File: src/rtl/seg7_reader.sv
// Reads back six active-low 7-segment buses, waits for stable patterns and decodes them to nibbles.
// Optional invalid-glyph counter enabled by defining SEG7_READER_ERRCNT_EN.
module seg7_reader #(
  parameter int unsigned STABLE_CYCLES = 4,
  parameter int unsigned TIMEOUT       = 1024
) (
  input  logic        clk,
  input  logic        reset,
  input  logic        start,
  input  logic [7:0]  HEX0,
  input  logic [7:0]  HEX1,
  input  logic [7:0]  HEX2,
  input  logic [7:0]  HEX3,
  input  logic [7:0]  HEX4,
  input  logic [7:0]  HEX5,
  output logic        busy,
  output logic        out_valid,
  input  logic        out_ready,
  output logic [23:0] value,
  output logic [5:0]  digit_ok,
  output logic [5:0]  dp,
  output logic [5:0]  blank,
  output logic        timeout,
  output logic [7:0]  err_cnt
);

  localparam logic [7:0]  StabLast = 8'(STABLE_CYCLES - 1);
  localparam logic [15:0] TmoLast  = 16'(TIMEOUT - 1);

  typedef enum logic [1:0] {StIdle, StSettle, StScan, StDone} state_e;

  state_e      state_q;
  logic [47:0] snap_q;
  logic [7:0]  stab_q;
  logic [15:0] tmo_q;
  logic [2:0]  idx_q;
  logic [23:0] value_q;
  logic [5:0]  ok_q, dp_q, blank_q;
  logic        timeout_q;

  logic [47:0] hex_in;
  logic        in_match;
  logic [7:0]  cur;
  logic [4:0]  dec;
  logic        cur_blank;
  logic [23:0] value_d;
  logic [5:0]  ok_d, dp_d, blank_d;

  assign hex_in   = {HEX5, HEX4, HEX3, HEX2, HEX1, HEX0};
  assign in_match = (hex_in == snap_q);

  // Returns {legal, nibble}; bit7 (dp) is handled separately.
  function automatic logic [4:0] glyph(input logic [6:0] seg);
    case (seg)
      7'h40:   glyph = 5'h10;
      7'h79:   glyph = 5'h11;
      7'h24:   glyph = 5'h12;
      7'h30:   glyph = 5'h13;
      7'h19:   glyph = 5'h14;
      7'h12:   glyph = 5'h15;
      7'h02:   glyph = 5'h16;
      7'h78:   glyph = 5'h17;
      7'h00:   glyph = 5'h18;
      7'h10:   glyph = 5'h19;
      7'h08:   glyph = 5'h1A;
      7'h03:   glyph = 5'h1B;
      7'h46:   glyph = 5'h1C;
      7'h21:   glyph = 5'h1D;
      7'h06:   glyph = 5'h1E;
      7'h0E:   glyph = 5'h1F;
      default: glyph = 5'h00;
    endcase
  endfunction

  always_comb begin
    cur = 8'hFF;
    case (idx_q)
      3'd0:    cur = snap_q[7:0];
      3'd1:    cur = snap_q[15:8];
      3'd2:    cur = snap_q[23:16];
      3'd3:    cur = snap_q[31:24];
      3'd4:    cur = snap_q[39:32];
      3'd5:    cur = snap_q[47:40];
      default: cur = 8'hFF;
    endcase
  end

  assign dec       = glyph(cur[6:0]);
  assign cur_blank = (cur[6:0] == 7'h7F);

  always_comb begin
    value_d = value_q;
    ok_d    = ok_q;
    dp_d    = dp_q;
    blank_d = blank_q;
    for (int i = 0; i < 6; i++) begin
      if (idx_q == 3'(i)) begin
        value_d[4*i +: 4] = dec[4] ? dec[3:0] : 4'h0;
        ok_d[i]           = dec[4];
        dp_d[i]           = ~cur[7];
        blank_d[i]        = cur_blank;
      end
    end
  end

  always_ff @(posedge clk) begin
    if (reset) begin
      state_q   <= StIdle;
      snap_q    <= '0;
      stab_q    <= '0;
      tmo_q     <= '0;
      idx_q     <= '0;
      value_q   <= '0;
      ok_q      <= '0;
      dp_q      <= '0;
      blank_q   <= '0;
      timeout_q <= 1'b0;
    end else begin
      case (state_q)
        StIdle: begin
          if (start) begin
            snap_q    <= hex_in;
            stab_q    <= '0;
            tmo_q     <= '0;
            idx_q     <= '0;
            value_q   <= '0;
            ok_q      <= '0;
            dp_q      <= '0;
            blank_q   <= '0;
            timeout_q <= 1'b0;
            state_q   <= StSettle;
          end
        end
        StSettle: begin
          tmo_q <= tmo_q + 16'd1;
          if (in_match) begin
            stab_q <= stab_q + 8'd1;
          end else begin
            snap_q <= hex_in;
            stab_q <= '0;
          end
          // Stability takes priority over an expiring timeout in the same cycle.
          if (in_match && stab_q == StabLast) begin
            idx_q   <= '0;
            state_q <= StScan;
          end else if (tmo_q == TmoLast) begin
            timeout_q <= 1'b1;
            state_q   <= StDone;
          end
        end
        StScan: begin
          value_q <= value_d;
          ok_q    <= ok_d;
          dp_q    <= dp_d;
          blank_q <= blank_d;
          idx_q   <= idx_q + 3'd1;
          if (idx_q == 3'd5) state_q <= StDone;
        end
        StDone: begin
          if (out_ready) state_q <= StIdle;
        end
        default: state_q <= StIdle;
      endcase
    end
  end

  assign busy      = (state_q != StIdle);
  assign out_valid = (state_q == StDone);
  assign value     = value_q;
  assign digit_ok  = ok_q;
  assign dp        = dp_q;
  assign blank     = blank_q;
  assign timeout   = timeout_q;

`ifdef SEG7_READER_ERRCNT_EN
  logic [7:0] err_q;

  always_ff @(posedge clk) begin
    if (reset) begin
      err_q <= '0;
    end else if (state_q == StScan && !dec[4] && !cur_blank && err_q != 8'hFF) begin
      err_q <= err_q + 8'd1;
    end
  end

  assign err_cnt = err_q;
`else
  assign err_cnt = 8'h0;
`endif

endmodule
File: config.mk
export PLATFORM = sky130hd
export DESIGN_NAME = seg7_reader
export DESIGN_NICKNAME = d
export VERILOG_FILES = /design/src/rtl/seg7_reader.sv
export SDC_FILE = /design/constraint.sdc
export NUM_CORES = 1
export LEC_CHECK = 0
export ABC_CLOCK_PERIOD_IN_PS = 2600
export BUFFER_PORTS_ARGS = -buffer_cell sky130_fd_sc_hd__buf_2
export CAP_MARGIN = 20
export CORE_AREA = 2 2 113 115
export DETAILED_ROUTE_END_ITERATION = 12
export DIE_AREA = 0 0 115 117
export PLACE_DENSITY = 0.77
export SETUP_SLACK_MARGIN = 0.2
export SLEW_MARGIN = 20
export SYNTH_ARGS = -nofsm -noshare
export SYNTH_HDL_FRONTEND = slang
export SYNTH_SLANG_ARGS = --single-unit
File: constraint.sdc
create_clock -name clk -period 2.6 [get_ports clk]
set_input_delay 0.26 -clock clk [delete_from_list [all_inputs] [get_ports clk]]
set_output_delay 0.26 -clock clk [all_outputs]
set_load 0.03 [all_outputs]
# Word-level counts from Yosys, hierarchy flattened
# Cells that the tools add are included.
classes:
  bitwise: 1
  n_eq_ne: 40
  n_mux: 54
  n_reduce_logical: 19
  addsub: 3
op_table:
  columns: ["cell", "n"]
  rows:
  - ["48-bit 2-to-1 mux", 2]
  - ["48-bit case mux with 2 select lines", 1]
  - ["5-bit case mux with 16 select lines", 1]
  - ["48-bit == test", 1]
  - ["24-bit case mux with 2 select lines", 1]
  - ["8-bit case mux with 6 select lines", 1]
  - ["6-bit case mux with 2 select lines", 3]
  - ["7-bit == test (second input constant)", 5]
  - ["16-bit case mux with 2 select lines", 1]
  - ["4-bit 2-to-1 mux", 7]
  - ["24-bit 2-to-1 mux", 1]
  - ["3-bit AND reduction", 8]
  - ["2-bit != test (second input constant)", 11]
  - ["7-bit by 5-bit == test with 1-bit output (second input constant)", 3]
  - ["7-bit by 6-bit == test with 1-bit output (second input constant)", 3]
  - ["1-bit 2-to-1 mux", 21]
  - ["16-bit by 1-bit adder with 16-bit output (second input constant)", 1]
  - ["16-bit by 10-bit == test with 1-bit output (second input constant)", 1]
  - ["16-bit 2-to-1 mux", 1]
  - ["8-bit 2-to-1 mux", 2]
  - ["8-bit case mux with 2 select lines", 1]
  - ["7-bit by 2-bit == test with 1-bit output (second input constant)", 2]
  - ["7-bit by 4-bit == test with 1-bit output (second input constant)", 2]
  - ["2-bit 2-to-1 mux", 5]
  - ["other kinds (25)", 32]
word_totals:
  reg_bits: 120
  output_inout_bits: 53

# Longest topological paths before layout
# Gate-level depths: netlist of the first run.
depth:
  depth_word: 7
  depth_mapped: 13
  depth_no_buf: 10

# Least setup slack after synthesis of the first run
# No wires, ideal clock.
synth_path:
  path_type: "register -> register"
  from: "register idx_q[2]"
  to: "register value_q[0], in the netlist value[0]"
  arrival_time_ns: 2.776
  path_stages_with_launch: 13
  synth_period_minus_slack_ns: 2.861
  required_ns: 2.514
  setup_ns: 0.086
  slack_ns: -0.261
  path_cell_list: "dfxtp_1 buf_6 buf_2 inv_1 ha_1 buf_2 or4_4 o2111ai_1 nand2_1 nand2_1 a31oi_1 o32a_1 a211oi_1"
synth_via:
  elab_chain_len: 7
  elab_cells_between_ends: 29
  cone_classes: "eq/ne (21); mux (5); reduce/logical (3)"
synth_rtl:
  columns: ["item", "line_no", "rtl"]
  rows:
  - ["start, declared", "36", "logic [2:0] idx_q;"]
  - ["start signal, assigned", "156", "idx_q <= idx_q + 3'd1;"]
  - ["3-bit == test, or another cell as far along", "77", "case (idx_q)"]
  - ["8-bit case mux with 6 select lines", "77", null]
  - ["7-bit by 4-bit == test with 1-bit output, or another cell as far along", "54", "case (seg)"]
  - ["5-bit case mux with 16 select lines", "54", null]
  - ["4-bit 2-to-1 mux", "98", "value_d[4*i +: 4] = dec[4] ? dec[3:0] : 4'h0;"]
  - ["4-bit 2-to-1 mux", "97", "if (idx_q == 3'(i)) begin"]
  - ["24-bit case mux with 2 select lines", "119", "case (state_q)"]
  - ["end signal, assigned", "152", "value_q <= value_d;"]
  - ["end, declared", "37", "logic [23:0] value_q;"]
# Several ways; a longest one is shown, not always the timed one. The select of a mux whose other input is x is not followed.
# A chain may end at the register's enable or synchronous reset.

# Worst setup path after layout of the first run
layout_path:
  from: "register idx_q[1]"
  to: "register value_q[3], in the netlist value[3]"
# The elaborated chain is that of the path after synthesis.

==> results.py, run 1 <==
metrics = {
    "outcome": {
        "outcome": "finished, violations left",
        "violations": "negative setup slack",
    },
    "logic_synthesis": {
        "synth_ff_type": "dfxtp_1",
        "ys_warn_count": 0,
        "syn_area_mm2": 0.00604,
        "synth_common_cells": "nand2_1 (145), dfxtp_1 (120), a21oi_1 (74)",
        "synth_top_area_share_pct": 39.8,
        "synth.area.top_cells": "dfxtp_1 (40%), xor2_1 (9.1%), nand2_1 (9.0%)",
        "ys_ff_latch": 120,
        "yosys.area.top_type": "dfxtp_1",
        "syn_inst": 725,
        "async_reset_ff_share_pct": 0,
        "synth-edff-count": 0,
        "yosysUniqueCellTypes": 63,
        "synth.avg_cell_area_um2": 8.33,
        "yosysSeqAreaShare_pct": 39.8,
        "synth.most_common_cell": "nand2_1",
    },
    "cells_and_area": {
        "syn2layout_area_growth_pct": 38.5,
        "layout-drive-gt1-share_pct": 34.5,
        "layout.cells.non_filler": 1043,
        "n_fill_cell": 937,
        "num_antenna_cells": 0,
        "layout.nets": 946,
    },
    "critical_path": {
        "cp-start-kind": "register",
        "cp-end-kind": "register",
        "critical_path.max_stage_delay_ns": 0.41,
        "cp_cell_sequence": "ha_4 -> ha_4 -> buf_6 -> a32oi_2 -> o21ai_2 -> a211oi_4 -> buf_4 -> nand2_4 -> o32a_1 -> nand2_2 -> buf_6 -> nand2b_4 -> o21ai_2",
        "path_buf_inv": 3,
        "worstPathArrival_ns": 3.20,
        "crit_slowest_cell": "a211oi_4",
        "path_class": "reg -> reg",
        "critical_path_peak_fanout": 6,
        "required_ns": 2.95,
        "path_delay_family": "compound AO/OA/AOI/OAI gates",
    },
    "placement": {
        "dp_cells": 985,
        "io_buffers": 96,
        "place_ws_ns": -0.156,
        "gp_congestion": 0.961,
        "hpwl_um": 11500,
    },
    "route": {
        "firstDrtPassIters": 5,
        "drt_wl_total_um": 19100,
        "drt_iter0_drc": 648,
        "vias_per_cell": 5.94,
        "ant_nets": 0,
        "wl_per_cell_um": 18.3,
        "vias": 6198,
        "drc": 0,
    },
    "clock_network": {
        "cts_sinks": 120,
        "cts_buffers": 17,
        "cts_root_buffer": "clkbuf_16",
        "insertion_delay_ns": 0.43,
        "ctsHoldBuffers": 0,
        "clk_pin_slew_ns": 0.06,
        "cts_tree": "built",
        "htreeDepth": 4,
        "cts_buffer_depth": 2,
    },
    "floorplan": {
        "num_rows": 41,
        "dieArea_mm2": 0.0135,
        "die_y_um": 117,
        "num_io_pins": 105,
        "start_util_pct": 49.0,
        "core_area_mm2": 0.0123,
        "chipWidth_um": 115,
    },
    "global_route": {
        "grt_pass1_vias": 5421,
        "gr-total-overflow": 0,
        "grt_max_degree": 53,
        "grtUsageTotal_pct": 25.6,
        "antenna_found_initial": 0,
        "grt_pass1_wl_um": 26800,
    },
    "sta": {
        "rsz0062_at_grt": "true",
        "worst_slack_ns": -0.252,
        "finalClockSkew_ns": 0.0167,
        "slew_headroom_pct": 55.7,
        "whs_ns": 0.0867,
        "worst_pin_slew_ns": 0.664,
        "fin_crit_sh_pct": 110,
        "timing.fmax_mhz": 351,
        "finalCriticalPeriod_ns": 2.85,
        "tns_ns": -5.13,
        "maxSlewViolCount": 0,
        "finalSetupViolations": 36,
        "finalHoldViolCount": 0,
    },
    "min_path": {
        "hp-class": "in -> reg",
    },
    "power": {
        "powerDensity_mw_per_mm2": 1120,
        "p_leak_nw": 3.61,
        "vdd_drop_max_v": 0.000760,
    },
    "job": {
        "cap_violations": 0,
    },
}
cell type report:
cell class	instances	area, um^2	area share (%)
multi-input combinational	556	3870	46.3
sequential	120	2410	28.9
timing repair buffer	175	1230	14.7
clock buffer	21	480	5.75
tap	150	188	2.25
clock inverter	9	123	1.47
inverter	12	52.6	0.629
per-layer routing:
layer | wire length, um | global-route usage [%] | vias up | share of wire (%)
li1 | - | - | 2849 | -
met1 | 7530 | 32.9 | 2940 | 39
met2 | 9290 | 41.3 | 335 | 49
met3 | 1550 | 6.08 | 74 | 8.1
met4 | 727 | 11.6 | 0 | 3.8
met5 | 0 | 0 | - | 0
worst reg2reg max path: cells and delay by family (launching register included):
kind	cells	cell delay, ns
buffers and inverters	3	0.47
AO/OA/AOI/OAI	5	1.28
adder cells (fa/ha/maj)	2	0.36
AND/OR/NAND/NOR	3	0.26
flip-flops	1	0.37
what timing repair did:
action / 4_1_cts / 5_1_grt
resized for setup: 39 / 65
setup buffers: 14 / 10
cloned: 1 / 3
pin swaps: 27 / 27
setup endpoints to repair: 38 / 90
where the power goes:
part           leakage, nW  switching (W)  internal, W  total, W
clock network        0.300       0.000831      0.00159   0.00242
registers            0.981       0.000341      0.00218   0.00252
logic                 2.32        0.00267      0.00178   0.00445
metrics by stage:
step / utilization, % / total power [W] / area [um^2]
detailed placement: 57.2 / 0.00594 / 7040
global route: 67.9 / 0.00979 / 8360
floorplan: - / 0.00477 / 6140
CTS: 64.3 / 0.00858 / 7920
global placement: 57.2 / 0.00591 / 7040
finish: 67.9 / 0.00939 / 8360
flip-flops by register name, indices dropped and copies added (netlist names):
| name | flops |
|---|---|
| state_q | 2 |
| digit_ok | 6 |
| timeout | 1 |
| dp | 6 |
| value | 24 |
| idx_q | 3 |
| stab_q | 8 |
| tmo_q | 16 |
| snap_q | 48 |
| blank | 6 |
placed cells by master (no fill, tap or decap), types with 9 or more instances in the layout:
cell       count
a21oi_1       67
buf_2         95
buf_4         62
buf_6         11
clkbuf_16     19
dfxtp_1      114
inv_1          9
mux2i_1       10
nand2_1      139
nand3b_1      19
nand4_1       11
nor2_1        43
nor4_1        12
o21ai_2        9
xor2_1        63
cells by family (layout without fill, tap and decap cells):
logic type / after synthesis / after routing / share of synthesized area [%]
AOI/OAI and AO/OA: 159 / 159 / 16.8
other: 1 / 8 / 0.0621
muxes: 19 / 19 / 3.40
adders and majority gates: 12 / 12 / 2.49
buffers and inverters: 56 / 217 / 4.27
xor gates and xnor gates: 67 / 67 / 9.72
DFF: 120 / 120 / 39.8
and+or+nand+nor: 291 / 291 / 23.5
worst paths after layout:
path	start	to	slack, ns	cells after the start
max	idx_q[1]	value[3]	-0.25	13
min	HEX2[4]	snap_q[20]	0.09	3
max reg2reg	idx_q[1]	value[3]	-0.25	13
min reg2reg	dp[4]	dp[4]	0.46	2
(Power assumes the default switching activity.)
==> run 2: changes to the inputs <==
--- a/config.mk
+++ b/config.mk
@@ -5,13 +5,15 @@
 export SDC_FILE = /design/constraint.sdc
 export NUM_CORES = 1
 export LEC_CHECK = 0
-export ABC_CLOCK_PERIOD_IN_PS = 2600
+export ABC_CLOCK_PERIOD_IN_PS = 2860
 export BUFFER_PORTS_ARGS = -buffer_cell sky130_fd_sc_hd__buf_2
 export CAP_MARGIN = 20
-export CORE_AREA = 2 2 113 115
+export CELL_PAD_IN_SITES_DETAIL_PLACEMENT = 1
+export CELL_PAD_IN_SITES_GLOBAL_PLACEMENT = 1
+export CORE_AREA = 2 2 123 125
 export DETAILED_ROUTE_END_ITERATION = 12
-export DIE_AREA = 0 0 115 117
-export PLACE_DENSITY = 0.77
+export DIE_AREA = 0 0 125 127
+export PLACE_DENSITY = 0.82
 export SETUP_SLACK_MARGIN = 0.2
 export SLEW_MARGIN = 20
 export SYNTH_ARGS = -nofsm -noshare
==> constraint.sdc (replaced) <==
create_clock -name clk -period 2.86 [get_ports clk]
set_input_delay 0.286 -clock clk [delete_from_list [all_inputs] [get_ports clk]]
set_output_delay 0.286 -clock clk [all_outputs]
set_load 0.03 [all_outputs]
==> run 2 against run 1 <==
Compared with the run above: the run still ends with negative setup slack left; global-route usage rose by 1.3 points; critical path type unchanged; register-to-register slack gained 0.15 ns; cell area decreased by 1.5%; largest cell class unchanged; sequential share of layout area up 0.44 points; critical endpoint is now value[8].
==> results.py, run 2 (synthesis gave the netlist of run 1 again) <==
metrics = {
    "clock_network": {
        "cts_buffer_depth": 2,
        "cts_root_buffer": "clkbuf_16",
        "htreeDepth": 4,
        "cts_tree": "built",
        "ctsHoldBuffers": 0,
        "clk_pin_slew_ns": 0.06,
        "cts_buffers": 17,
        "cts_sinks": 120,
        "insertion_delay_ns": 0.43,
    },
    "critical_path": {
        "rr_startpoint": "idx_q[1]",
        "worstRegToRegCells": 10,
        "path_delay_family": "compound AO/OA/AOI/OAI gates",
        "reg2reg_slack_ns": -0.10,
        "cp-end-kind": "register",
        "cp_cell_sequence": "inv_4 -> ha_4 -> clkbuf_16 -> a22oi_1 -> o2111a_2 -> nand2_1 -> o21ai_0 -> a31oi_1 -> o32a_4 -> a211oi_2",
        "critical_path_peak_fanout": 7,
        "r2r_end": "value[8]",
        "path_buf_inv": 2,
        "cp-start-kind": "register",
        "critical_path.max_stage_delay_ns": 0.43,
        "worstPathArrival_ns": 3.30,
        "path_class": "reg -> reg",
        "required_ns": 3.19,
        "crit_slowest_cell": "a22oi_1",
    },
    "min_path": {
        "hp-start": "HEX2[5]",
        "min_delay_worst_endpoint": "snap_q[21]",
        "hp-class": "in -> reg",
        "holdPathStages": 3,
    },
    "cells_and_area": {
        "largest_reg_flops": 48,
        "layout.cells.non_filler": 1053,
        "n_fill_cell": 1695,
        "mostFrequentLayoutCell": "nand2_1",
        "num_antenna_cells": 0,
        "layout.nets": 920,
        "syn2layout_area_growth_pct": 36.4,
        "layout_common_cells": "nand2_1 (138), dfxtp_1 (115), buf_2 (96)",
        "regMostFlops": "snap_q",
        "layout-drive-gt1-share_pct": 32.8,
        "post-route-util_pct": 57.1,
    },
    "placement": {
        "dp_cells": 998,
        "place_ws_ns": -0.0381,
        "io_buffers": 96,
        "gp_congestion": 0.895,
        "hpwl_um": 14700,
    },
    "sta": {
        "worst_slack_ns": -0.103,
        "timing.fmax_mhz": 337,
        "tns_ns": -0.386,
        "fin_crit_sh_pct": 104,
        "finalClockSkew_ns": 0.00955,
        "finalHoldViolCount": 0,
        "finalSetupViolations": 7,
        "worst_pin_slew_ns": 0.734,
        "slew_headroom_pct": 51.0,
        "finalCriticalPeriod_ns": 2.96,
        "rsz0062_at_grt": "true",
        "maxSlewViolCount": 0,
    },
    "route": {
        "ant_nets": 0,
        "drc": 0,
        "firstDrtPassIters": 6,
        "wl_per_cell_um": 23.7,
        "drt_wl_total_um": 25000,
        "vias_per_cell": 6.04,
        "vias": 6356,
        "drt_iter0_drc": 683,
    },
    "global_route": {
        "grtUsageTotal_pct": 26.9,
        "grt_pass1_wl_um": 33900,
        "antenna_found_initial": 0,
        "grt_pass1_vias": 6281,
        "grt_max_degree": 67,
        "gr-total-overflow": 0,
    },
    "power": {
        "clock_power_share_pct": 26.9,
        "comb_power_share_pct": 45.8,
        "powerDensity_mw_per_mm2": 1040,
        "p_leak_nw": 3.44,
        "power_switching_share_pct": 43.7,
        "power_w": 0.00854,
        "vdd_drop_max_v": 0.000585,
        "seq_power_share_pct": 27.3,
        "p_int_w": 0.00481,
        "p_sw_w": 0.00373,
    },
    "outcome": {
        "violations": "negative setup slack",
        "outcome": "finished, violations left",
    },
    "floorplan": {
        "num_io_pins": 105,
        "chipWidth_um": 125,
        "die_y_um": 127,
        "dieArea_mm2": 0.0159,
        "num_rows": 44,
        "start_util_pct": 41.8,
        "core_area_mm2": 0.0144,
    },
    "job": {
        "cap_violations": 0,
    },
}
[run 2: cell types whose count changed in the layout (fill, tap and decap cells not counted), sizes merged]
cell | before | now
bufinv | 3 | 4
clkbuf | 23 | 22
clkinvlp | 1 | 3
buf | 172 | 146
[run 2: worst max-delay path by stage]
| stage | startpoint | endpoint | slack, ns | cells after the start |
|---|---|---|---|---|
| floorplan | idx_q[2] | value[15] | 0.20 | 11 |
| global placement | HEX1[4] | idx_q[2] | 0.10 | 10 |
| detailed placement | idx_q[0] | digit_ok[2] | -0.04 | 11 |
| CTS | idx_q[2] | digit_ok[1] | 0.20 | 10 |
| global route | idx_q[1] | value[16] | -0.26 | 10 |
| finish | idx_q[1] | value[8] | -0.10 | 10 |
[run 2: power groups by stage]
stage / clock (W) / sequential (W) / combinational [W]
after floorplan: 0 / 0.00237 / 0.00195
after global placement: 0 / 0.00230 / 0.00303
after detailed placement: 0 / 0.00231 / 0.00314
after CTS: 0.00228 / 0.00229 / 0.00337
after global routing: 0.00238 / 0.00235 / 0.00411
final: 0.00229 / 0.00233 / 0.00392
[run 2: through the flow]
stage / hold slack, ns / cell area (um^2)
5_1_grt: 0.112 / 8240
6_report: 0.113 / 8240
3_5_place_dp: 0.452 / 6910
4_1_cts: 0.108 / 7800
2_1_floorplan: 0.422 / 6120
3_3_place_gp: 0.446 / 6910
[run 2: timing repair]
action,CTS,global route
setup buffers,12,8
pin swaps,16,31
cloned,1,2
setup endpoints to repair,38,39
resized for setup,37,70
[run 2: tightest hold or removal path: cells and delay by family]
kind | cells | cell delay, ns
buffers and inverters | 1 | 0.11
AOI/OAI and AO/OA | 1 | 0.05
and+or+nand+nor | 1 | 0.05
[run 2: metal layers]
layer  up-vias  routed length, um  GRT usage (%)  share of wire [%]
li1       2799                  -              -                  -
met1      3135               9930           32.7                 40
met5         -                  0              0                  0
met2       334              12500           48.6                 50
met4         0                917           7.65                3.7
met3        88               1600           5.15                6.4
[run 2: final cells by class]
cell class              instances  area, um^2  area share [%]
multi-input cells             556        3880            47.1
flip-flops and latches        120        2420            29.3
repair buffers                149        1030            12.6
clock buffers                  20         447            5.42
well taps                     184         230            2.80
clock inverters                12         175            2.13
inverters                      12        50.0           0.608
==> run 3: changes to the inputs <==
--- a/config.mk
+++ b/config.mk
@@ -5,7 +5,7 @@
 export SDC_FILE = /design/constraint.sdc
 export NUM_CORES = 1
 export LEC_CHECK = 0
-export ABC_CLOCK_PERIOD_IN_PS = 2860
+export ABC_CLOCK_PERIOD_IN_PS = 2900
 export BUFFER_PORTS_ARGS = -buffer_cell sky130_fd_sc_hd__buf_2
 export CAP_MARGIN = 20
 export CELL_PAD_IN_SITES_DETAIL_PLACEMENT = 1
==> constraint.sdc (replaced) <==
create_clock -name clk -period 2.9 [get_ports clk]
set_input_delay 0.29 -clock clk [delete_from_list [all_inputs] [get_ports clk]]
set_output_delay 0.29 -clock clk [all_outputs]
set_load 0.03 [all_outputs]
==> run 3 against run 2 <==
Compared with the run above: the run still ends with negative setup slack left; register-to-register slack gained 0.099 ns; setup slack gained 0.099 ns; clock skew shrank 0.0021 ns; clock power grew 10%; clock-buffer cell count shrank 1; critical path depth grew 3; combinational power shrank 5.9%; non-clock buffer count grew 4; power shrank 0.65%; sequential cell count is the same; cell area shrank 1.7%.
==> results.py, run 3 (synthesis gave the netlist of run 1 again) <==
metrics = {
    "cells_and_area": {
        "layout_common_cells": "nand2_1 (141), dfxtp_1 (117), buf_2 (96)",
        "n_fill_cell": 1713,
        "layout-drive-gt1-share_pct": 30.2,
        "num_antenna_cells": 0,
        "layout.cells.non_filler": 1057,
        "syn2layout_area_growth_pct": 34.1,
        "layout.nets": 924,
        "mostFrequentLayoutCell": "nand2_1",
        "regMostFlops": "snap_q",
        "largest_reg_flops": 48,
        "register_area_mm2": 0.00241,
        "multi_input_area_mm2": 0.00375,
    },
    "clock_network": {
        "clk_pin_slew_ns": 0.06,
        "ctsHoldBuffers": 0,
        "cts_buffers": 17,
        "cts_sinks": 120,
        "htreeDepth": 4,
        "cts_buffer_depth": 2,
        "insertion_delay_ns": 0.43,
        "cts_tree": "built",
        "cts_root_buffer": "clkbuf_16",
    },
    "min_path": {
        "hp-class": "in -> reg",
        "holdPathStages": 3,
        "min_delay_worst_endpoint": "snap_q[39]",
        "hp-start": "HEX4[7]",
    },
    "route": {
        "drc": 0,
        "drt_wl_total_um": 22900,
        "vias_per_cell": 5.87,
        "wl_met2_um": 11600,
        "m1WireLength_um": 9140,
        "route.top_layer_used": "met4",
        "firstDrtPassIters": 7,
        "wl_met3_um": 1460,
        "wl_per_cell_um": 21.7,
        "drt_iter0_drc": 579,
        "vias": 6201,
        "ant_nets": 0,
    },
    "power": {
        "vdd_drop_max_v": 0.000626,
        "p_leak_nw": 3.45,
        "power_w": 0.00849,
        "powerDensity_mw_per_mm2": 1050,
    },
    "global_route": {
        "grtUsageTotal_pct": 26.5,
        "grt_max_degree": 53,
        "gr-total-overflow": 0,
        "grt_pass1_vias": 6274,
        "grt_pass1_wl_um": 33300,
        "antenna_found_initial": 0,
    },
    "sta": {
        "worst_pin_slew_ns": 0.685,
        "timing.fmax_mhz": 344,
        "maxSlewViolCount": 0,
        "finalHoldViolCount": 0,
        "rsz0062_at_grt": "true",
        "tns_ns": -0.00391,
        "finalClockSkew_ns": 0.00743,
        "finalSetupViolations": 1,
        "finalCriticalPeriod_ns": 2.90,
        "slew_headroom_pct": 54.4,
        "worst_slack_ns": -0.00391,
        "fin_crit_sh_pct": 100,
        "whs_ns": 0.113,
    },
    "critical_path": {
        "rr_startpoint": "idx_q[0]",
        "required_ns": 3.25,
        "critical_path_peak_fanout": 7,
        "critical_path.max_stage_delay_ns": 0.43,
        "path_buf_inv": 3,
        "worstPathArrival_ns": 3.26,
        "crit_slowest_cell": "o32a_1",
        "worstRegToRegCells": 13,
        "path_class": "reg -> reg",
        "cp-end-kind": "register",
        "cp-start-kind": "register",
        "cp_cell_sequence": "ha_2 -> ha_4 -> clkbuf_4 -> a32oi_1 -> o21ai_2 -> a211oi_2 -> buf_4 -> nand3_1 -> o32a_1 -> nand3_2 -> buf_4 -> nand3_1 -> a21oi_1",
        "reg2reg_slack_ns": -0.004,
        "path_delay_family": "compound AO/OA/AOI/OAI gates",
        "r2r_end": "value[10]",
    },
    "placement": {
        "gp_congestion": 0.920,
        "dp_cells": 997,
        "io_buffers": 96,
        "hpwl_um": 14100,
    },
    "floorplan": {
        "num_io_pins": 105,
        "die_y_um": 127,
        "chipWidth_um": 125,
        "start_util_pct": 41.8,
        "num_rows": 44,
        "core_area_mm2": 0.0144,
        "dieArea_mm2": 0.0159,
    },
    "outcome": {
        "violations": "negative setup slack",
        "outcome": "finished, violations left",
    },
    "job": {
        "cap_violations": 0,
    },
}
[run 3: changes by cell type in the layout (fill, tap and decap cells not counted), sizes merged]
cell,previous run,this run
clkinv,5,4
clkbuf,22,20
buf,146,152
clkinvlp,3,2
bufbuf,1,0
bufinv,4,7
[run 3: area by class of cell]
| type | instances | area share [%] |
|---|---|---|
| clock inverters | 13 | 3.08 |
| well taps | 184 | 2.84 |
| flip-flops and latches | 120 | 29.8 |
| inverters | 12 | 0.587 |
| repair buffers | 153 | 11.9 |
| clock buffers | 19 | 5.47 |
| multi-input cells | 556 | 46.3 |
[run 3: timing repair]
item	in CTS	in global routing
pin swaps	10	24
setup buffers	15	13
gates resized for setup	22	50
gates cloned	0	0
setup endpoints to repair	35	45
[run 3: worst max-delay path by stage]
stage / start / slack [ns] / to / cells after the start
after global placement: idx_q[2] / 0.09 / value[15] / 9
after detailed placement: idx_q[0] / -0.05 / digit_ok[5] / 10
after CTS: idx_q[0] / 0.20 / value[0] / 12
after floorplan: idx_q[2] / 0.20 / value[18] / 12
after global routing: idx_q[1] / -0.10 / value[0] / 12
final: idx_q[0] / -0.004 / value[10] / 13
[run 3: metrics by stage]
| stage | util (%) | setup slack, ns | instance area, um^2 |
|---|---|---|---|
| floorplan | - | 0.200 | 6090 |
| global placement | 47.5 | 0.0922 | 6860 |
| detailed placement | 47.5 | -0.0490 | 6860 |
| CTS | 53.8 | 0.202 | 7760 |
| global route | 56.1 | -0.101 | 8100 |
| finish | 56.1 | -0.00391 | 8100 |
[run 3: where the power goes]
part / switching, W / leakage (nW) / internal (W) / total [W]
Sequential: 0.000321 / 0.980 / 0.00195 / 0.00227
Combinational: 0.00241 / 2.14 / 0.00127 / 0.00369
Clock: 0.000812 / 0.333 / 0.00172 / 0.00253
Total: 0.00355 / 3.45 / 0.00494 / 0.00849
[run 3: tightest hold or removal path: stages]
cell	delay, ns
buf_2	0.11
nand2_1	0.05
a21oi_1	0.05
[run 3: metal layers]
metal | global-route usage, % | up-vias
met5 | 0 | -
met4 | 9.74 | 0
met3 | 6.41 | 58
met2 | 46.0 | 256
met1 | 31.9 | 3087
li1 | - | 2800
